$ cat src/rtl/tcm_pkg.sv
// -----------------------------------------------------------------------------
// tcm_pkg
// Types and defaults shared by the TCM arbiter slice.
//   TCM_AW / TCM_DW : default word-address and data widths of one TCM instance
//   tcm_req_t       : bundle of one requester's access fields
//   tcm_owner_e     : which requester owns the in-flight response
// -----------------------------------------------------------------------------
package tcm_pkg;

    localparam int TCM_AW = 10;
    localparam int TCM_DW = 32;

    typedef struct packed {
        logic                  req;
        logic                  we;
        logic [TCM_DW/8-1:0]   be;
        logic [TCM_AW-1:0]     addr;
        logic [TCM_DW-1:0]     wdata;
    } tcm_req_t;

    typedef enum logic {
        OWN_M0 = 1'b0,
        OWN_M1 = 1'b1
    } tcm_owner_e;

endpackage

$ cat src/rtl/arb_wait_counter.sv
// -----------------------------------------------------------------------------
// arb_wait_counter
// Saturating wait counter used to bound how long the low-priority requester
// can be held off.
//   clk    : clock, rising edge
//   rst    : asynchronous reset, active-high (count returns to 0)
//   inc    : count one more stalled cycle (saturates at MAX)
//   clr    : return the count to 0 (wins over inc)
//   at_max : count has reached MAX
// -----------------------------------------------------------------------------
module arb_wait_counter #(
    parameter int W   = 4,
    parameter int MAX = 4
) (
    input  logic clk,
    input  logic rst,
    input  logic inc,
    input  logic clr,
    output logic at_max
);

    localparam logic [W-1:0] MAX_V = W'(MAX);
    localparam logic [W-1:0] ONE_V = W'(1);

    logic [W-1:0] cnt_reg;
    logic [W-1:0] cnt_next;

    always_comb begin
        cnt_next = cnt_reg;
        if (clr) begin
            cnt_next = '0;
        end else if (inc && (cnt_reg != MAX_V)) begin
            cnt_next = cnt_reg + ONE_V;
        end
    end

    always_ff @(posedge clk or posedge rst) begin
        if (rst) begin
            cnt_reg <= '0;
        end else begin
            cnt_reg <= cnt_next;
        end
    end

    assign at_max = (cnt_reg == MAX_V);

endmodule

$ cat src/rtl/tcm_arbiter.sv
// -----------------------------------------------------------------------------
// tcm_arbiter
// Shares one single-port TCM between the core load/store path (port 0, fixed
// priority) and a program/data loader (port 1). Read data from the SRAM
// (1-cycle latency) is steered back to whichever port issued the access; every
// accepted access, read or write, gets exactly one rvalid one cycle later.
//
// Build option: define TCM_ARB_STARVE_GUARD_EN to add the port-1 starvation
// guard (forced port-1 grant after MAX_WAIT stalled cycles). Without it, port 0
// always wins and MAX_WAIT is unused.
//
// Ports:
//   clk, rst                       : clock, asynchronous active-high reset
//   m0_* / m1_* (req,we,be,addr,wdata) : requester inputs, held until granted
//   m0_gnt / m1_gnt                : request accepted this cycle (combinational)
//   m0_rvalid / m1_rvalid          : response for the access granted last cycle
//   m0_rdata / m1_rdata            : read data, zero unless own rvalid on a read
//   mem_cs, mem_we, mem_be, mem_addr, mem_wdata : SRAM command, zero when idle
//   mem_rdata                      : SRAM read data, 1 cycle after a read
// -----------------------------------------------------------------------------
module tcm_arbiter
    import tcm_pkg::*;
#(
    parameter int AW       = TCM_AW,
    parameter int DW       = TCM_DW,
    parameter int MAX_WAIT = 4
) (
    input  logic            clk,
    input  logic            rst,
    input  logic            m0_req,
    input  logic            m0_we,
    input  logic [DW/8-1:0] m0_be,
    input  logic [AW-1:0]   m0_addr,
    input  logic [DW-1:0]   m0_wdata,
    input  logic            m1_req,
    input  logic            m1_we,
    input  logic [DW/8-1:0] m1_be,
    input  logic [AW-1:0]   m1_addr,
    input  logic [DW-1:0]   m1_wdata,
    output logic            m0_gnt,
    output logic            m1_gnt,
    output logic            m0_rvalid,
    output logic            m1_rvalid,
    output logic [DW-1:0]   m0_rdata,
    output logic [DW-1:0]   m1_rdata,
    output logic            mem_cs,
    output logic            mem_we,
    output logic [DW/8-1:0] mem_be,
    output logic [AW-1:0]   mem_addr,
    output logic [DW-1:0]   mem_wdata,
    input  logic [DW-1:0]   mem_rdata
);

    logic       force_m1;
    logic       gnt0_raw;
    logic       gnt1_raw;

    logic       rsp_vld_reg;
    tcm_owner_e rsp_owner_reg;
    logic       rsp_rd_reg;

`ifdef TCM_ARB_STARVE_GUARD_EN
    logic at_max;

    // Counts cycles port 1 has been requesting without a grant.
    arb_wait_counter #(
        .W   (4),
        .MAX (MAX_WAIT)
    ) u_wait_counter (
        .clk    (clk),
        .rst    (rst),
        .inc    (m1_req && !gnt1_raw),
        .clr    (!m1_req || gnt1_raw),
        .at_max (at_max)
    );

    assign force_m1 = m1_req && at_max;
`else
    logic [3:0] unused_max_wait;
    assign unused_max_wait = 4'(MAX_WAIT);
    assign force_m1        = 1'b0;
`endif

    // Internal grant decision feeds the response registers and the wait
    // counter; those are held in reset anyway, so rst only gates the outputs.
    assign gnt1_raw = m1_req && (force_m1 || !m0_req);
    assign gnt0_raw = m0_req && !gnt1_raw;

    assign m0_gnt = gnt0_raw && !rst;
    assign m1_gnt = gnt1_raw && !rst;

    always_comb begin
        mem_cs    = 1'b0;
        mem_we    = 1'b0;
        mem_be    = '0;
        mem_addr  = '0;
        mem_wdata = '0;
        if (m0_gnt) begin
            mem_cs    = 1'b1;
            mem_we    = m0_we;
            mem_be    = m0_be;
            mem_addr  = m0_addr;
            mem_wdata = m0_wdata;
        end else if (m1_gnt) begin
            mem_cs    = 1'b1;
            mem_we    = m1_we;
            mem_be    = m1_be;
            mem_addr  = m1_addr;
            mem_wdata = m1_wdata;
        end
    end

    // One response slot: the SRAM answers exactly one cycle after the grant,
    // so back-to-back grants simply overwrite the slot each cycle.
    always_ff @(posedge clk or posedge rst) begin
        if (rst) begin
            rsp_vld_reg   <= 1'b0;
            rsp_owner_reg <= OWN_M0;
            rsp_rd_reg    <= 1'b0;
        end else begin
            rsp_vld_reg <= gnt0_raw || gnt1_raw;
            if (gnt0_raw || gnt1_raw) begin
                rsp_owner_reg <= gnt1_raw ? OWN_M1 : OWN_M0;
                rsp_rd_reg    <= gnt1_raw ? !m1_we : !m0_we;
            end
        end
    end

    assign m0_rvalid = rsp_vld_reg && (rsp_owner_reg == OWN_M0);
    assign m1_rvalid = rsp_vld_reg && (rsp_owner_reg == OWN_M1);

    // Write acknowledges carry zero data; only reads forward the SRAM output.
    assign m0_rdata = (m0_rvalid && rsp_rd_reg) ? mem_rdata : '0;
    assign m1_rdata = (m1_rvalid && rsp_rd_reg) ? mem_rdata : '0;

endmodule

$ cat config.mk
export PLATFORM = sky130hd
export DESIGN_NAME = tcm_arbiter
export DESIGN_NICKNAME = d
export VERILOG_FILES = /design/src/rtl/tcm_pkg.sv /design/src/rtl/arb_wait_counter.sv /design/src/rtl/tcm_arbiter.sv
export SDC_FILE = /design/constraint.sdc
export NUM_CORES = 1
export LEC_CHECK = 0
export CAP_MARGIN = 20
export CORE_AREA = 4 4 94 96
export DETAILED_ROUTE_END_ITERATION = 8
export DIE_AREA = 0 0 98 100
export PLACE_DENSITY = 0.8
export SLEW_MARGIN = 25
export SYNTH_ARGS = -nofsm -noshare
export SYNTH_HDL_FRONTEND = slang
export SYNTH_SLANG_ARGS = --single-unit
$ cat constraint.sdc
create_clock -name clk -period 1.4 [get_ports clk]
set_input_delay 0.14 -clock clk [delete_from_list [all_inputs] [get_ports clk]]
set_output_delay 0.14 -clock clk [all_outputs]
set_load 0.1 [all_outputs]
======== After elaboration in Yosys (flattened, before gate mapping) ========
Cells that the tools add are included.
storage, ports and cells
  bits in registers ....................... 3
  output and inout port bits .............. 116
  bits of input ports ..................... 130
cells by class
  reductions and logical operators ........ 14
  multiplexer cells ....................... 14
  bitwise operators ....................... 1
operators with widths
  kind               count
  $mux 32            4
  $mux 10            2
  $logic_and 1x1->1  8
  $mux 4             2
  $mux 1             6
  $logic_not 1->1    5
  $logic_or 1x1->1   1
  $not 1->1          1

======== Longest topological paths before layout ========
  depth in word-level cells ............... 6
  mapped depth ............................ 5
  gate-level depth less buffers ........... 2

======== Worst setup path before layout ========
No wires, ideal clock.
  path type ............................... input to output
  start point ............................. input port m1_req
  end point ............................... output port m1_gnt
  stages on the path ...................... 3
  data arrival time ....................... 2.671 ns
  slack ................................... -1.411 ns
  path buffers ............................ 2
  data required time ...................... 1.260 ns
  cell sequence ........................... buf_2 -> buf_2 -> nor3b_1
on the way
  word-level cells in the longest chain between the ends .. 2
ends and longest elaborated chain
  element             RTL line           text
  start: declaration  tcm_arbiter.sv:35  input logic m1_req,
  $logic_and 1x1->1   tcm_arbiter.sv:86  assign gnt1_raw = m1_req && (force_m1 || !m0_req);
  $logic_and 1x1->1   tcm_arbiter.sv:90  assign m1_gnt = gnt1_raw && !rst;
  end: declaration    tcm_arbiter.sv:41  output logic m1_gnt,
No other way between the ends.

======== Worst setup path in the final report ========
  start point ............................. register rsp_owner_reg
  end point ............................... output port m0_rdata[0]
on the way
  word-level cells in the longest chain between the ends .. 4
ends and longest elaborated chain
  element                   RTL line            text
  start: declaration        tcm_arbiter.sv:59   tcm_owner_e rsp_owner_reg;
  start signal: assignment  tcm_arbiter.sv:123  rsp_owner_reg <= gnt1_raw ? OWN_M1 : OWN_M0;
  $not 1->1                 tcm_arbiter.sv:129  assign m0_rvalid = rsp_vld_reg && (rsp_owner_reg == OWN_M0);
  $logic_and 1x1->1         tcm_arbiter.sv:129
  $logic_and 1x1->1         tcm_arbiter.sv:133  assign m0_rdata = (m0_rvalid && rsp_rd_reg) ? mem_rdata : '0;
  $mux 32                   tcm_arbiter.sv:133
  end: declaration          tcm_arbiter.sv:44   output logic [DW-1:0] m0_rdata,
No other way between the ends.

==> tab_implementation.tex <==
\begin{tabular}{lr}
\hline
Metric & Value \\
\hline
\multicolumn{2}{l}{\textbf{Outcome}} \\
\quad Run status & complete, but fails checks \\
\quad Violated checks & negative setup slack \\
\multicolumn{2}{l}{\textbf{STA}} \\
\quad Post-route minimum period & about 1.6 ns \\
\quad Final worst path period share & 1.12 \\
\quad Final setup fails & 64 \\
\quad Setup repair after global routing missed its margin & yes \\
\quad Clock Skews & 0 ns \\
\quad Achievable Freq & approximately 0.64 GHz \\
\quad Total negative slack for setup checks & -8.07 ns \\
\quad Max\_slew headroom & 0.802 \\
\quad Final setup margin & -0.172 ns \\
\quad Worst hold slack across all endpoints & $\sim$0.37 ns \\
\quad Transition time at the pin with the least slew margin & 0.297 ns \\
\quad Count of final hold-check violations & 0 \\
\quad Final Slew Violations & 0 \\
\multicolumn{2}{l}{\textbf{Floorplanning}} \\
\quad Starting Density & 0.197 \\
\quad DIE HEIGHT & $\sim$100 um \\
\quad Core footprint & 8050 um\^{}2 \\
\quad Cell row count & 33 \\
\quad Width of the chip & around 98 um \\
\quad Ports placed on the boundary & roughly 250 \\
\quad Total Die Area & slightly below 10000 um\^{}2 \\
\multicolumn{2}{l}{\textbf{Synth}} \\
\quad Synth cell types & 22 \\
\quad Main area contributors after synthesis & nand3b\_1, and2\_4, a21oi\_1 \\
\quad Area of the mapped netlist & $\sim$1600 um\^{}2 \\
\quad Cell type contributing the most total cell area after synthesis & nand3b\_1 \\
\quad Register area share after synthesis & 0.0473 \\
\quad Number of warning messages in the yosys log & 0 \\
\quad Fraction of post-synthesis cell area in the top cell type by area & 0.222 \\
\quad Synthesized net count & between 300 and 400 \\
\quad Fraction of registers with async set or reset after synthesis & 1.00 \\
\quad Top cell types by occurrence after synthesis & a21oi\_1, nand2\_1, nand3b\_1, and2\_1, and2\_4 \\
\quad FF+latch count, synth & 3 \\
\quad Gate count of the mapped netlist & approximately 250 \\
\quad Number of enable-type register cells in the synthesized netlist & 0 \\
\quad Mean instance size in the synthesized netlist & $\sim$6.3 um\^{}2 \\
\quad Flip-flop cell with the highest count after synthesis & dfrtp\_1 \\
\multicolumn{2}{l}{\textbf{Route}} \\
\quad Highest metal used & met4 \\
\quad Detailed-routed wire length on met3 & $\sim$1100 um \\
\quad Wire length the detailed router placed on met1 & 3280 um \\
\quad Iter 0 DRT Violations & 63 \\
\quad Post-DR vias/cell & between 4 and 5 \\
\quad DRC violation count after routing & 0 \\
\quad Detailed-route wire length & roughly 9900 um \\
\quad Number of detailed-route iterations in the first pass & 4 \\
\quad Met2 Wirelength & 5130 um \\
\quad Post-detailed-route count of antenna-violating nets & 0 \\
\quad Routed wire length per instance & about 17 um \\
\quad Via count & around 2700 \\
\multicolumn{2}{l}{\textbf{Worst setup path}} \\
\quad Startpoint of the most critical setup path & rsp\_owner\_reg\$\_DFFE\_PP0P\_ \\
\quad CP max-delay cell & dfrtp\_1 \\
\quad CP required & about 1.3 ns \\
\quad Classification of the worst setup path & flop to output pin \\
\quad Top cell by count, worst path & buf\_12 \\
\quad CP Max Fanout & 32 \\
\quad Delay of the slowest cell on the worst path & 0.39 ns \\
\quad Element type at the critical path start & flop \\
\quad FF-to-FF Start & rsp\_rd\_reg\$\_DFFE\_PP0P\_ \\
\quad Critical Path AT & 1.43 ns \\
\quad Critical-path cell list & and3b\_2, buf\_12, and2\_2, buf\_12 \\
\quad Kind of end point of the critical path & output pin \\
\quad Worst R2R Path Depth & 2 \\
\multicolumn{2}{l}{\textbf{Clocking}} \\
\quad Clock transition at the registers of the reported paths & 0.03 ns \\
\quad Level count of the clock H-tree & 1 \\
\quad Num CTS Buffers & 3 \\
\quad Clock tree from TritonCTS & yes \\
\quad Total clock sinks & 3 \\
\quad Largest buffer count on any clock path & 2 \\
\quad Worst skew pair latency & 0.22 ns \\
\quad Clock Tree Root & clkbuf\_8 \\
\quad Buffer count from post-CTS setup fixing & 0 \\
\multicolumn{2}{l}{\textbf{Cells and area}} \\
\quad Post-layout net count & 614 \\
\quad Diode count & 0 \\
\quad Proportion of layout cells with a drive suffix above 1 & 0.518 \\
\quad Area growth from synthesis to layout & 260\% \\
\quad Final core utilization & 0.710 \\
\multicolumn{2}{l}{\textbf{Place}} \\
\quad Half-perimeter wire length of the detailed placement result & between 8000 and 9000 um \\
\quad Count of buffers inserted at the top-level ports & 245 \\
\quad Post-Place Worst Slack & -0.0569 ns \\
\quad GP Congestion & about 0.79 \\
\multicolumn{2}{l}{\textbf{GRT}} \\
\quad Global-route wire length before repair & around 15000 um \\
\quad Initial antenna violation count & 0 \\
\quad Vias in the first global route & about 2900 \\
\quad Aggregate global-route resource usage & 0.188 \\
\quad Maximum number of pins on one net before global-route repair & 58 \\
\quad Remaining Overflow, GRT & 0 \\
\multicolumn{2}{l}{\textbf{Pwr}} \\
\quad Total power divided by cell area & about 570 nW/um\^{}2 \\
\quad Leak & 2.20 nW \\
\quad Worst supply voltage drop on vdd & roughly 0.00032 V \\
\multicolumn{2}{l}{\textbf{Worst hold path}} \\
\quad Worst Hold Depth & 3 \\
\quad Launch instance of the worst min-delay path & m1\_req \\
\quad Worst hold path type & primary input to flop \\
\multicolumn{2}{l}{\textbf{Flow run}} \\
\quad Maximum capacitance violations & 0 \\
\hline
\end{tabular}
[power by group]
group / total (mW) / leakage (nW) / internal, mW / switching, mW
Sequential: 0.0985 / 0.0347 / 0.0935 / 0.00494
Clock: 0.258 / 0.0228 / 0.195 / 0.0637
Combinational: 2.93 / 2.14 / 1.19 / 1.73
[path summary, 6_finish.rpt]
check / endpoint / slack, ns
setup / recovery: m0_rdata[0] / -0.17
hold / removal: rsp_vld_reg$_DFF_PP0_ / 0.37
setup reg to reg: rsp_rd_reg$_DFFE_PP0P_ / 0.72
hold reg to reg: rsp_owner_reg$_DFFE_PP0P_ / 0.54
max in group asynchronous: rsp_rd_reg$_DFFE_PP0P_ / 0.75
min in group asynchronous: rsp_vld_reg$_DFF_PP0_ / 0.50
[worst max-delay path, delay by kind of cell, from the launching register on]
kind	cells	cell delay, ns
buf+inv	2	0.35
flops	1	0.39
simple gates	2	0.46
[layer usage]
metal  track usage  vias up
li1              -     1290
met1         0.180     1211
met2         0.364      177
met3        0.0646       25
met4        0.0767        0
met5             0        -
[what timing repair did]
item	in CTS	in global routing
endpoints found under the setup margin	64	64
hold buffers	1	0
endpoints found under the hold margin	3	0
gates resized for setup	1	0
pin swaps	6	4
[cells in the final DEF (no fill, tap or decap), drive strengths merged]
cell	netlist	routed
a21oi	47	47
and2	67	67
and2b	1	1
and3	1	1
and3b	1	1
buf	20	129
clkbuf	9	4
clkdlybuf4s50	0	126
dfrtp	3	3
dlygate4sd3	0	1
inv	1	1
nand2	47	47
nand2b	1	1
nand3b	47	47
nor2	3	3
nor2b	1	1
nor3b	1	1
o31ai	1	1
or2	1	1
[final cells by class]
class	instances	area, um^2
flip-flops and latches	3	75.1
well taps	105	131
multi-input cells	219	1690
inverters	1	3.75
fillers	538	2340
repair buffers	256	3770
clock buffers	4	45.0
[logic make-up after synthesis]
group / count (synthesis) / synth area share
AND/OR/NAND/NOR: 171 / 0.687
flip-flops: 3 / 0.0473
AO/OA/AOI/OAI: 48 / 0.153
buffers and inverters: 30 / 0.113
[per-stage QoR]
stage / instances / power [mW] / cell area [um^2]
after floorplan: 252 / 1.80 / 1940
after global placement: 583 / 2.99 / 5660
after detailed placement: 583 / 3.04 / 5660
after CTS: 588 / 3.31 / 5720
after global routing: 588 / 3.38 / 5720
final: 588 / 3.28 / 5720
No activity file was read; power rests on OpenSTA's default activity.
